===== src/rtl/i2c_tx_feeder.sv =====
// Purpose: queues board write bytes and hands them one at a time to the I2C master.
// Latency: master_en rises one clk edge after a push lands in an empty FIFO (if the master is idle).
// Backpressure: waits for the master's ready to fall and then return before issuing the next byte; pushes into a full FIFO are dropped.
//
// Ports:
//   clk, rst      - system clock shared with the master; asynchronous active-high reset
//   wr_en/wr_data - one byte pushed per high cycle of wr_en
//   clr_err       - synchronous clear of the overflow and timeout_err sticky flags
//   master_ready  - master idle indication (high = idle)
//   master_data   - byte presented to the master, held for the whole transaction
//   master_en     - enable request to the master
//   full/empty/level - FIFO status
//   busy          - a transaction is in flight (state is not IDLE)
//   overflow      - sticky: a push arrived while full
//   timeout_err   - sticky: the master never dropped ready after enable
//   sent_cnt      - completed transactions, wraps at 255
module i2c_tx_feeder #(
  parameter int DATA_W  = 8,
  parameter int DEPTH   = 8,
  parameter int TIMEOUT = 1024
) (
  input  logic                   clk,
  input  logic                   rst,
  input  logic                   wr_en,
  input  logic [DATA_W-1:0]      wr_data,
  input  logic                   clr_err,
  input  logic                   master_ready,
  output logic [DATA_W-1:0]      master_data,
  output logic                   master_en,
  output logic                   full,
  output logic                   empty,
  output logic [$clog2(DEPTH):0] level,
  output logic                   busy,
  output logic                   overflow,
  output logic                   timeout_err,
  output logic [7:0]             sent_cnt
);

  localparam int PTR_W = $clog2(DEPTH);
  localparam int CNT_W = (TIMEOUT > 1) ? $clog2(TIMEOUT) : 1;
  localparam logic [CNT_W-1:0] CNT_LAST = CNT_W'(TIMEOUT - 1);
  localparam logic [PTR_W:0]   LVL_FULL = (PTR_W + 1)'(DEPTH);

  typedef enum logic [1:0] {
    ST_IDLE,
    ST_REQ,
    ST_BUSY,
    ST_DONE
  } state_t;

  state_t state, state_nxt;

  logic [DATA_W-1:0] mem [DEPTH];
  logic [PTR_W-1:0]  wr_ptr, rd_ptr;
  logic [CNT_W-1:0]  to_cnt;

  logic push, pop, to_hit, sent_inc;

  assign full  = (level == LVL_FULL);
  assign empty = (level == '0);
  assign busy  = (state != ST_IDLE);

  // A push into a full FIFO is dropped even when a pop frees a slot in the
  // same cycle, because full is judged on the pre-edge occupancy.
  assign push = wr_en && !full;

  // ---------------------------------------------------------------- FIFO
  always_ff @(posedge clk) begin
    if (push) begin
      mem[wr_ptr] <= wr_data;
    end
  end

  always_ff @(posedge clk or posedge rst) begin
    if (rst) begin
      wr_ptr <= '0;
      rd_ptr <= '0;
      level  <= '0;
    end else begin
      if (push) wr_ptr <= wr_ptr + 1'b1;
      if (pop)  rd_ptr <= rd_ptr + 1'b1;
      case ({push, pop})
        2'b10:   level <= level + 1'b1;
        2'b01:   level <= level - 1'b1;
        default: level <= level;
      endcase
    end
  end

  // ------------------------------------------------------- state machine
  always_ff @(posedge clk or posedge rst) begin
    if (rst) begin
      state <= ST_IDLE;
    end else begin
      state <= state_nxt;
    end
  end

  always_comb begin
    state_nxt = state;
    pop       = 1'b0;
    to_hit    = 1'b0;
    sent_inc  = 1'b0;
    case (state)
      ST_IDLE: begin
        if (!empty && master_ready) begin
          pop       = 1'b1;
          state_nxt = ST_REQ;
        end
      end
      ST_REQ: begin
        if (!master_ready) begin
          state_nxt = ST_BUSY;
        end else if (to_cnt == CNT_LAST) begin
          // Master never acknowledged: abandon this byte.
          to_hit    = 1'b1;
          state_nxt = ST_IDLE;
        end
      end
      ST_BUSY: begin
        if (master_ready) begin
          state_nxt = ST_DONE;
        end
      end
      ST_DONE: begin
        sent_inc  = 1'b1;
        state_nxt = ST_IDLE;
      end
      default: state_nxt = ST_IDLE;
    endcase
  end

  // --------------------------------------------------- registered outputs
  always_ff @(posedge clk or posedge rst) begin
    if (rst) begin
      master_data <= '0;
      master_en   <= 1'b0;
      to_cnt      <= '0;
      overflow    <= 1'b0;
      timeout_err <= 1'b0;
      sent_cnt    <= '0;
    end else begin
      if (pop) begin
        master_data <= mem[rd_ptr];
        to_cnt      <= '0;
      end else if (state == ST_REQ) begin
        to_cnt <= to_cnt + 1'b1;
      end

      // Enable is high exactly while the FSM sits in REQ.
      master_en <= (state_nxt == ST_REQ);

      if (sent_inc) begin
        sent_cnt <= sent_cnt + 1'b1;
      end

      // Setting events take priority over clr_err.
      if (wr_en && full) begin
        overflow <= 1'b1;
      end else if (clr_err) begin
        overflow <= 1'b0;
      end

      if (to_hit) begin
        timeout_err <= 1'b1;
      end else if (clr_err) begin
        timeout_err <= 1'b0;
      end
    end
  end

endmodule


===== config.mk =====
export PLATFORM = sky130hd
export DESIGN_NAME = i2c_tx_feeder
export DESIGN_NICKNAME = d
export VERILOG_FILES = /design/src/rtl/i2c_tx_feeder.sv
export SDC_FILE = /design/constraint.sdc
export NUM_CORES = 1
export LEC_CHECK = 0
export ABC_CLOCK_PERIOD_IN_PS = 3100
export CORE_MARGIN = 1.5
export CORE_UTILIZATION = 35
export CTS_BUF_LIST = sky130_fd_sc_hd__clkbuf_8
export DETAILED_ROUTE_END_ITERATION = 10
export PLACE_DENSITY_LB_ADDON = 0.1
export SLEW_MARGIN = 40
export SYNTH_ARGS = -nofsm -noshare
export SYNTH_HDL_FRONTEND = slang
export SYNTH_SLANG_ARGS = --single-unit

===== constraint.sdc =====
create_clock -name clk -period 3.1 [get_ports clk]
set_clock_uncertainty 0.15 [all_clocks]
set_input_delay 0.62 -clock clk [delete_from_list [all_inputs] [get_ports clk]]
set_output_delay 0.62 -clock clk [all_outputs]
set_load 0.02 [all_outputs]

==> run summary <==
status: finished, final reports clean
post-DP HPWL: 5.34 mm
iteration-0 DRC count of the detailed router: 153
register area share after synthesis: 0.673
initial antenna violation count: 0
Clk Latency, worst-skew pair: 380 ps
first-pass GRT wire length: 13.3 mm
Final Wtd Congestion: 0.704
CORE AREA: 0.0121 sq mm
share of the synthesized area in the top cell type: 0.439
clock slew at reported path FFs: 100 ps
Async S/R FF share, synth: 0.390
Setup WS post-layout: 169 ps
Synth Area in XOR/XNOR: 0.0340
Cells after Synth: 287
Reg2Reg Setup Slack: 460 ps
grt ovf: 0
clk root buf: clkbuf_8
library cells used by synthesis: 42
layout cells sized above 1: 0.177
CTS tree: done
final core utilization: 0.430
hold worst-path end: sent_cnt[7]
primary flip-flop cell chosen by synthesis mapping: edfxtp_1
final net count: 360
synthesized area: 0.00438 sq mm
Net Count, Synth: 307
Max FO, Critical Path: 7
fin crit period: 2930 ps
CTS H-Tree Depth: 3
Hold Crit Start: sent_cnt[7]
register bit total from synthesis: 105
post-CTS setup repair buffer count: 0
Crit path largest cell delay: 610 ps
# rows: 40
commonest non-fill, non-tap cell in the layout: edfxtp_1
CP endpoint kind: primary output
Routed Antenna Nets: 0
placed insts: 497
Synth area leader: edfxtp_1
Worst Path Class, Setup: register to primary output
Starting Density: 0.362
I/O Pins: 39
CTS buffer count: 9
routed vias: 2423
RSZ-0062 raised after global routing: false
DRC Markers: 0
clk sinks: 105
die width: 115 microns
Peak Freq: 0.341 GHz
post-cts sizing count: 0
1st-pass router iterations: 4
vias in the first global route: 2459
RR Endpoint: level[2]
die height: 115 microns
Worst Path Required: 2330 ps
critical path cell sequence: or4_4 > inv_2 > clkdlybuf4s50_1
Worst Hold Class: register to register
CP Launch Type: register
Routed Wire Length: 8.26 mm
DP Worst Slack: 206 ps
R2R cell count: 11
Sum Neg Setup Slack: 0 ps
most frequent cells in the layout: edfxtp_1, dfrtp_1, clkdlybuf4s50_1
hold_buf cts: 0
Final Hold Vio Count: 0
synth top area cells: edfxtp_1, dfrtp_1, mux4_2, nand2_1, xnor2_1
CP max stage cell: clkdlybuf4s50_1
FF-to-FF Start: level[0]
Avg Cell Area, Syn: 15.3 sq um
clock tree buffer depth: 2
routed length per instance: 16.1 microns
Tcrit/Tclk final: 0.946
leakage: 1.97 nW
Port Buffers: 38
Crit path max-delay family: buffers and inverters
diode count: 0
Worst slew margin: 0.557
Post-synth EDFFs: 64
maxcap violations: 0
largest family of logic cells by synthesized area: multiplexers
Buf/Inv on CP: 2
Via-to-Cell Ratio: 4.72
die area: 0.0132 sq mm
total number of yosys warnings: 0
adder-cell share of the synthesized area: 0.0200
mux cell area share after synthesis: 0.108
Final Non-Filler Cells: 513
final slew viol count: 0
Post-Synth Simple-Gate Area: 0.0897
Worst Path Arrival: 2160 ps
Power Density: 864 mW/mm^2
Area growth syn-to-layout: 18.9%
Worst-Margin Slew: 665 ps
setup violators final: 0
Compound-Gate Fraction of Synth Area: 0.0500
largest net degree at the start of global routing: 42
gr usage total: 0.138
Max VDD drop: 0.292 mV
worst hold path depth: 1
-- per-layer routing --
metal,vias up,global-route usage,share of wire
li1,1169,-,-
met1,1207,0.172,0.45
met4,0,0.0519,0.014
met3,8,0.0469,0.046
met2,39,0.225,0.49
met5,-,0,0
-- worst register-to-register path: cells and delay by family (launching register included) --
kind | cells | cell delay (ps)
simple gates | 3 | 790
flops | 1 | 480
xor+xnor | 3 | 450
fa+ha+maj | 2 | 370
buf+inv | 2 | 140
compound gates | 1 | 140
-- registers in the layout, indices dropped and copies added, names as in the netlist --
| signal | count |
|---|---|
| level | 4 |
| master_data | 8 |
| master_en | 1 |
| mem | 64 |
| overflow | 1 |
| rd_ptr | 3 |
| sent_cnt | 8 |
| state | 2 |
| timeout_err | 1 |
| to_cnt | 10 |
| wr_ptr | 3 |
-- report_power, final --
group	internal (mW)	total, mW	switching [mW]
registers	1.79	2.05	0.259
logic	0.780	1.57	0.792
clock network	0.383	0.878	0.495
-- cells in the mapped netlist, types with 4 or more instances --
cell / n
nand2b_1: 7
nor3_1: 4
dfrtp_1: 41
inv_1: 4
mux4_2: 16
mux2i_1: 9
nand3_1: 8
xor2_1: 6
nor2_1: 16
o21ai_2: 7
nand2_1: 31
xnor2_1: 11
ha_1: 7
edfxtp_1: 64
o21ai_0: 13
-- layout make-up --
type                    count  area, sq um
repair buffers             54          500
clock inverters             7         80.1
inverters                   5         18.8
fillers                  1126         6900
clock buffers               9          124
multi-input cells         165         1330
well taps                 168          210
flip-flops and latches    105         2950
-- cells by family after synthesis --
logic type,Yosys count
buffers and inverters,17
and+or+nand+nor,81
AOI/OAI and AO/OA,33
DFF,105
muxes,27
adders and majority gates,7
xor gates and xnor gates,17
-- through the flow --
step / total power [mW] / hold slack, ps / area (sq um)
after CTS: 4.57 / 335 / 5210
after global placement: 3.68 / 310 / 5000
final: 4.50 / 327 / 5210
after floorplan: 3.12 / 287 / 4390
after global routing: 4.80 / 348 / 5210
after detailed placement: 3.69 / 316 / 5000
-- worst max path at each step --
stage                       startpoint  endpoint  slack, ps  cells after the start
after floorplan               level[1]  level[2]        280                     12
after global placement    master_ready  level[2]        200                     11
after detailed placement  master_ready  level[2]        210                     11
after CTS                     level[0]     empty        140                      3
after global routing          level[0]     empty        100                      3
final                         level[0]     empty        170                      3
(Power assumes the default switching activity.)
